## src/rtl/demux_pkg.sv

```systemverilog
// Shared definitions for the 1-to-5 stream demultiplexer.
package demux_pkg;

  localparam int unsigned CH_NUM    = 5;
  localparam logic [2:0]  SEL_BCAST = 3'd5;

  // Encoding of the sel input: direct channel, broadcast, or discard.
  typedef enum logic [2:0] {
    CH0   = 3'd0,
    CH1   = 3'd1,
    CH2   = 3'd2,
    CH3   = 3'd3,
    CH4   = 3'd4,
    BCAST = 3'd5,
    DROP6 = 3'd6,
    DROP7 = 3'd7
  } route_e;

endpackage

```

## src/rtl/demux_out_slot.sv

```systemverilog
// One-entry output register for a single consumer channel.
// The top only raises load when free is high, so a load never overwrites a
// sample that the consumer has not taken yet.
module demux_out_slot #(
  parameter int unsigned WIDTH = 8
) (
  input  logic             clk,
  input  logic             rst_n,
  input  logic             load,
  input  logic [WIDTH-1:0] din,
  input  logic             ready,
  output logic             free,
  output logic [WIDTH-1:0] dout,
  output logic             valid
);

  logic [WIDTH-1:0] data_q, data_d;
  logic             valid_q, valid_d;

  // Slot can take a new sample if empty or being drained this cycle.
  assign free  = !valid_q || ready;
  assign dout  = data_q;
  assign valid = valid_q;

  // Load wins over drain so a simultaneous drain+load causes no bubble.
  always_comb begin
    data_d  = data_q;
    valid_d = valid_q;
    if (load) begin
      data_d  = din;
      valid_d = 1'b1;
    end else if (ready) begin
      valid_d = 1'b0;
    end
  end

  // Slot state register; data holds while stalled or after draining.
  always_ff @(posedge clk or negedge rst_n) begin
    if (!rst_n) begin
      data_q  <= '0;
      valid_q <= 1'b0;
    end else begin
      data_q  <= data_d;
      valid_q <= valid_d;
    end
  end

endmodule

```

## src/rtl/demux_1to5_stream.sv

```systemverilog
// Routes one valid/ready sample stream to one of five channels, to all of
// them (broadcast), or to a sink that counts discarded samples.
module demux_1to5_stream
  import demux_pkg::*;
#(
  parameter int unsigned WIDTH = 8,
  parameter int unsigned CNT_W = 16
) (
  input  logic                    clk,
  input  logic                    rst_n,
  input  logic [2:0]              sel,
  input  logic [WIDTH-1:0]        s_data,
  input  logic                    s_valid,
  output logic                    s_ready,
  output logic [CH_NUM*WIDTH-1:0] m_data,
  output logic [CH_NUM-1:0]       m_valid,
  input  logic [CH_NUM-1:0]       m_ready,
  output logic [CNT_W-1:0]        drop_cnt
);

  route_e            route;
  logic [CH_NUM-1:0] free;
  logic [CH_NUM-1:0] load;
  logic              accept;
  logic              drop;
  logic [CNT_W-1:0]  drop_cnt_q, drop_cnt_d;

  assign route  = route_e'(sel);
  assign accept = s_valid && s_ready;

  // Ready depends only on sel and the free state of the targeted slot(s).
  always_comb begin
    s_ready = 1'b0;
    drop    = 1'b0;
    case (route)
      CH0, CH1, CH2, CH3, CH4: s_ready = free[sel];
      BCAST:                   s_ready = &free;
      default: begin
        s_ready = 1'b1;
        drop    = accept;
      end
    endcase
  end

  // sel is only looked at in the accept cycle via the load strobes.
  for (genvar n = 0; n < CH_NUM; n++) begin : g_slot
    assign load[n] = accept && ((sel == 3'(n)) || (sel == SEL_BCAST));

    demux_out_slot #(.WIDTH(WIDTH)) u_slot (
      .clk   (clk),
      .rst_n (rst_n),
      .load  (load[n]),
      .din   (s_data),
      .ready (m_ready[n]),
      .free  (free[n]),
      .dout  (m_data[n*WIDTH +: WIDTH]),
      .valid (m_valid[n])
    );
  end

  // Saturating count of discarded samples.
  always_comb begin
    drop_cnt_d = drop_cnt_q;
    if (drop && !(&drop_cnt_q)) drop_cnt_d = drop_cnt_q + 1'b1;
  end

  // Drop counter register.
  always_ff @(posedge clk or negedge rst_n) begin
    if (!rst_n) drop_cnt_q <= '0;
    else        drop_cnt_q <= drop_cnt_d;
  end

  assign drop_cnt = drop_cnt_q;

endmodule

```

## config.mk

```make
export PLATFORM = sky130hd
export DESIGN_NAME = demux_1to5_stream
export DESIGN_NICKNAME = d
export VERILOG_FILES = /design/src/rtl/demux_pkg.sv /design/src/rtl/demux_out_slot.sv /design/src/rtl/demux_1to5_stream.sv
export SDC_FILE = /design/constraint.sdc
export NUM_CORES = 1
export LEC_CHECK = 0
export BUFFER_PORTS_ARGS = -buffer_cell sky130_fd_sc_hd__clkbuf_2
export CAP_MARGIN = 10
export CORE_ASPECT_RATIO = 1.2
export CORE_UTILIZATION = 40
export CTS_BUF_LIST = sky130_fd_sc_hd__clkbuf_4 sky130_fd_sc_hd__clkbuf_8 sky130_fd_sc_hd__clkbuf_16
export CTS_CLUSTER_SIZE = 12
export DETAILED_ROUTE_END_ITERATION = 7
export GPL_TIMING_DRIVEN = 0
export PLACE_DENSITY = 0.78
export SKIP_CTS_REPAIR_TIMING = 1
export SLEW_MARGIN = 20
export SYNTH_ARGS = -nofsm -noshare
export SYNTH_HDL_FRONTEND = slang
export SYNTH_HIERARCHICAL = 1
export SYNTH_SLANG_ARGS = --single-unit
export TNS_END_PERCENT = 10
```

## constraint.sdc

```tcl
create_clock -name clk -period 1.9 [get_ports clk]
set_input_delay 0.57 -clock clk [delete_from_list [all_inputs] [get_ports clk]]
set_output_delay 0.57 -clock clk [all_outputs]
set_load 0.02 [all_outputs]
```

# Word-level counts from Yosys, hierarchy flattened
# Index checks and enable logic that the tools add are counted.
[word_totals]
register_bits = 61
out_inout_bits = 62
[op_classes]
addsub = 1
magnitude_cmp = 1
reduce_logical = 33
muxes = 14
n_eq_ne = 5
[ops]
columns = ["op", "n"]
rows = [
  ["adder 16 x 1 -> 16 bit, second input constant", 1],
  ["AND reduction 16 bit", 1],
  ["two-way mux 1 bit", 12],
  ["logical OR 1 bit", 10],
  ["nonzero test 2 bit", 5],
  ["logical AND 1 bit", 7],
  ["equality test 3 x 2 -> 1 bit, second input constant", 2],
  ["equality test 3 bit, second input constant", 2],
  ["logical NOT 1 bit", 6],
  ["OR reduction 6 bit", 1],
  ["AND reduction 5 bit", 1],
  ["OR reduction 5 bit", 1],
  ["less-than comparator 3 x 4 -> 1 bit, second input constant", 1],
  ["binary-select mux 1 bit (select 3 bit)", 1],
  ["equality test 3 x 1 -> 1 bit, second input constant", 1],
  ["logical NOT 3 bit", 1],
  ["one-hot mux 1 bit (2 select lines)", 1],
]

# Depth between registers and ports, before layout
[logic_depth]
depth_word = 8
depth_mapped = 7
depth_no_buf = 6

# Modules after synthesis
# Netlist, hierarchy kept.
[modules_own_cells]
columns = ["module", "cells_per_inst", "area_per_inst_um2", "n_inst"]
rows = [
  ["demux_out_slot", 20, 369.1, 5],
  ["demux_1to5_stream", 101, 1048.5, 1],
]

# Worst setup path after synthesis
# OpenSTA, ideal clock, no wires.
[synth_timing]
path_kind = "input -> register"
start = "input sel[0]"
end = "register g_slot[1].u_slot.data_q[0]"
arrival_ps = 2146
cell_stages = 7
slack_ps = -371
required_ps = 1775
n_path_buf = 2
path_cell_list = "buf_2 -> nand2_1 -> or3_1 -> a41o_1 -> nor3b_1 -> buf_6 -> mux2_4"
[synth_between]
elab_chain_len = 5
elab_cells_between_ends = 13
[synth_lines]
columns = ["item", "line", "source"]
rows = [
  ["start: declaration", "demux_1to5_stream.sv:11", "input logic [2:0] sel,"],
  ["binary-select mux 1 bit (select 3 bit), or another cell as far along", "demux_1to5_stream.sv:36", "CH0, CH1, CH2, CH3, CH4: s_ready = free[sel];"],
  ["two-way mux 1 bit (not written as such) / OR reduction 5 bit (equally long branches)", "demux_1to5_stream.sv:36, demux_1to5_stream.sv:35", ""],
  ["one-hot mux 1 bit (2 select lines)", "demux_1to5_stream.sv:35", "case (route)"],
  ["logical AND 1 bit", "demux_1to5_stream.sv:29", "assign accept = s_valid && s_ready;"],
  ["logical AND 1 bit (*)", "demux_1to5_stream.sv:47", "assign load[n] = accept && ((sel == 3'(n)) || (sel == SEL_BCAST));"],
  ["net load[1]", "demux_1to5_stream.sv:23", "logic [CH_NUM-1:0] load;"],
  ["end signal: assignment", "demux_out_slot.sv:43", "data_q <= data_d;"],
  ["end: declaration", "demux_out_slot.sv:17", "logic [WIDTH-1:0] data_q, data_d;"],
]
# Mark *: on every way through the listed nets, which the timed path passes. The rest lies on a longest branch. The select of a mux whose other input is x is not followed.
# A chain may end at the register's enable or synchronous reset.

# Final worst setup path
[layout_timing]
start = "register g_slot[4].u_slot.valid_q"
end = "output s_ready"
[layout_between]
elab_chain_len = 5
elab_cells_between_ends = 6
[layout_lines]
columns = ["item", "line", "source"]
rows = [
  ["start: declaration", "demux_out_slot.sv:18", "logic valid_q, valid_d;"],
  ["start signal: assignment", "demux_out_slot.sv:44", "valid_q <= valid_d;"],
  ["logical NOT 1 bit (*)", "demux_out_slot.sv:21", "assign free = !valid_q || ready;"],
  ["logical OR 1 bit (*)", "demux_out_slot.sv:21", ""],
  ["net free[4]", "demux_1to5_stream.sv:22", "logic [CH_NUM-1:0] free;"],
  ["binary-select mux 1 bit (select 3 bit)", "demux_1to5_stream.sv:36", ""],
  ["two-way mux 1 bit (not written as such)", "demux_1to5_stream.sv:36", ""],
  ["one-hot mux 1 bit (2 select lines) (*)", "demux_1to5_stream.sv:35", ""],
  ["end: declaration", "demux_1to5_stream.sv:14", "output logic s_ready,"],
]
# Marks and branches as above.

==> flow_metrics.py <==
metrics = {
    "setup_path": {
        "crit_family": "simple AND/OR/NAND/NOR gates",
        "critPathLaunch": "g_slot[4].u_slot/valid",
        "reg2reg_from": "g_slot[4].u_slot/valid",
        "critPathBufInv": 1,
        "worst_path_max_delay_cell": "sky130_fd_sc_hd__dfrtp_1",
        "worstPathCellList": "nand2b_1 -> nand4_1 -> or3_4 -> nand4_1 -> buf_4",
        "path_class": "reg -> out",
        "critical_path.most_common_cell": "sky130_fd_sc_hd__nand4_1",
        "cp-end-kind": "primary output",
        "worst_path_largest_cell_delay_ns": 0.40,
        "crit_path_start_kind": "flip-flop",
        "crit_fanout": 3,
        "critical_path_required_ns": 1.33,
        "cp.arrival_ns": 1.55,
    },
    "sta": {
        "final.setup_skew_ns": 0.00819,
        "fin_ws_ns": -0.219,
        "timing.setup.tns_ns": -6.12,
        "setup_viol": 41,
        "top_achievable_clock_speed_mhz": 472,
        "finalWorstPathRequiredPeriod_ns": 2.12,
        "timing.slew.headroom_pct": 65.2,
        "finalMaxSlewViolations": 0,
        "final.period_utilization_pct": 112,
        "timing_worst_slew_pin_value_ns": 0.523,
        "unrepaired_setup_endpoints_after_global_routing": "true",
        "hold_viol": 0,
        "hold-worst-slack_ns": 0.196,
    },
    "logic_synthesis": {
        "syn_area_um2": 2890,
        "synthArstFlopShare_pct": 100,
        "yosysSeqAreaShare_pct": 52.7,
        "synthFlopType": "sky130_fd_sc_hd__dfrtp_1",
        "synth_largest_type_area_fraction_pct": 52.7,
        "netlist.top_cell.by_area": "sky130_fd_sc_hd__dfrtp_1",
        "syn_inst": 201,
        "synth.net_count": 221,
        "netlist_top_cells_area": "sky130_fd_sc_hd__dfrtp_1 (53%), sky130_fd_sc_hd__mux2_4 (21%), sky130_fd_sc_hd__xor2_1 (3.9%)",
        "synth_enable_flop_cells": 0,
        "synth_most_common_cell": "sky130_fd_sc_hd__dfrtp_1",
        "synth_cell_type_count": 33,
        "synth_common_cells": "sky130_fd_sc_hd__dfrtp_1 (61), sky130_fd_sc_hd__mux2_4 (41), sky130_fd_sc_hd__xor2_1 (13)",
        "avg_inst_size_synth_um2": 14.4,
        "ys_ff_latch": 61,
        "total_of_warnings_raised_by_yosys": 6,
    },
    "route": {
        "route.detailed.drc": 0,
        "wl_per_cell_um": 15.8,
        "ant_nets": 0,
        "drt_iter0_markers": 67,
        "route.vias.total": 1956,
        "detail_route.wirelength_um": 6130,
        "drt_pass1_iterations": 4,
        "avgViaCountPerCell": 5.05,
    },
    "floorplan": {
        "chipWidth_um": 79.7,
        "floorplan.initialDensity_pct": 42.0,
        "cell_row_count": 33,
        "placeableCoreArea_um2": 6900,
        "die-area_um2": 7580,
        "top_level_ports": 81,
        "chipHeight_um": 95.2,
    },
    "clocking": {
        "numCtsBuffers": 9,
        "clk_path_buf_depth": 2,
        "cts_htree_levels": 3,
        "skew_pair_late_insertion_delay_ns": 0.33,
        "clock-root-buffer": "sky130_fd_sc_hd__clkbuf_8",
        "clock_tree_from_tritoncts": "built",
        "clkSlewWorstSetupHoldPaths_ns": 0.07,
        "clock_sink_count": 61,
    },
    "outcome": {
        "status": "finished, violations left",
        "failed_checks": "negative setup slack",
    },
    "grt": {
        "congestion_overflow_gr": 0,
        "grt_start_max_net_pins": 32,
        "grt_pass1_vias": 1910,
        "first_pass_grt_wire_length_um": 9610,
        "grt_use_total_pct": 17.0,
        "antenna_violations_before_repair": 0,
    },
    "job": {
        "drv_cap": 0,
    },
    "placed_design": {
        "placed_cell_area_um2": 3470,
        "port_buffers": 79,
        "dpl.cell_count": 368,
        "gpl.final_weighted_congestion": 0.820,
        "dpl.hpwl_um": 4460,
    },
    "layout": {
        "post-route-cell-area_um2": 3720,
        "layout-drive-gt1-share_pct": 56.3,
        "area_growth_syn_to_layout_pct": 28.5,
        "fill_cells": 581,
        "insertedDiodeCount": 0,
        "layout.nets": 315,
        "post_layout_nonfiller_instances": 387,
    },
    "power": {
        "power.ir.vdd_worst_uv": 591,
        "power.static_leakage_nw": 1.86,
        "design_power_total_mw": 4.29,
        "power.density_cell_area_nw_per_um2": 1150,
    },
    "min_path": {
        "hp-class": "in -> async",
    },
}
cell type report:
type / instances / area, um2 / share of cell area (%)
sequential: 61 / 1530 / 41.0
multi-input combinational: 128 / 1330 / 35.7
timing repair buffer: 83 / 443 / 11.9
clock buffer: 10 / 138 / 3.70
tap: 87 / 109 / 2.93
buffer: 10 / 105 / 2.83
clock inverter: 6 / 62.6 / 1.68
inverter: 2 / 7.51 / 0.202
final timing paths:
path                                             to  slack [ns]  depth (start not counted)
setup / recovery                            s_ready       -0.22                          5
hold / removal             g_slot[4].u_slot/dout[2]        0.20                          1
setup reg to reg           g_slot[4].u_slot/dout[1]       -0.18                          7
hold reg to reg                         drop_cnt[6]        0.51                          1
max in group asynchronous  g_slot[1].u_slot/dout[0]        1.19                          2
min in group clk                        drop_cnt[6]        0.51                          1
state kept, by name, summed over array words and instances, names as in the netlist:
name                 cells
drop_cnt                16
g_slot.u_slot/valid      5
g_slot.u_slot/dout      40
metal layers:
metal | track usage, % | vias to the layer above | wire (um)
met4 | 5.91 | 0 | 69
met3 | 6.03 | 9 | 370
met5 | 0 | - | 0
met2 | 27.8 | 72 | 3000
li1 | - | 915 | -
met1 | 20.7 | 960 | 2690
cell usage in the layout, fill, tap and decap left out, drive strengths merged, types with 5 or more instances in the layout:
cell	synthesis	layout
dfrtp	61	61
mux2	43	43
nand2	8	8
clkbuf	2	90
xor2	13	13
buf	8	13
nand2b	11	11
a211oi	6	6
a2111oi	5	5
nand4	7	7
nand3	7	7
worst register-to-register path, delay by kind of cell (launching register included):
| family | cells | cell delay [ns] |
|---|---|---|
| flops | 1 | 0.40 |
| simple gates | 4 | 0.79 |
| compound gates | 1 | 0.27 |
| buf+inv | 1 | 0.20 |
| mux | 1 | 0.31 |
cell families after synthesis:
family | count (synthesis) | synth area share [%]
AO/OA/AOI/OAI | 17 | 5.53
adder cells (fa/ha/maj) | 1 | 0.432
multiplexers | 44 | 22.4
flip-flops | 61 | 52.7
buffers and inverters | 12 | 3.20
AND/OR/NAND/NOR | 51 | 11.2
XOR/XNOR | 15 | 4.54
per-stage QoR:
step	worst slack (ns)	utilization [%]
global route	-0.293	53.9
detailed placement	-0.439	50.3
global placement	-0.427	50.0
floorplan	-0.202	-
CTS	-0.276	53.2
finish	-0.219	53.9
report_power, final:
group	leakage (nW)	internal, mW	switching (mW)
combinational	1.01	0.621	0.690
sequential	0.753	1.59	0.248
clock	0.0943	0.636	0.512
total	1.86	2.84	1.45
Power figures use the tool's default switching activity.
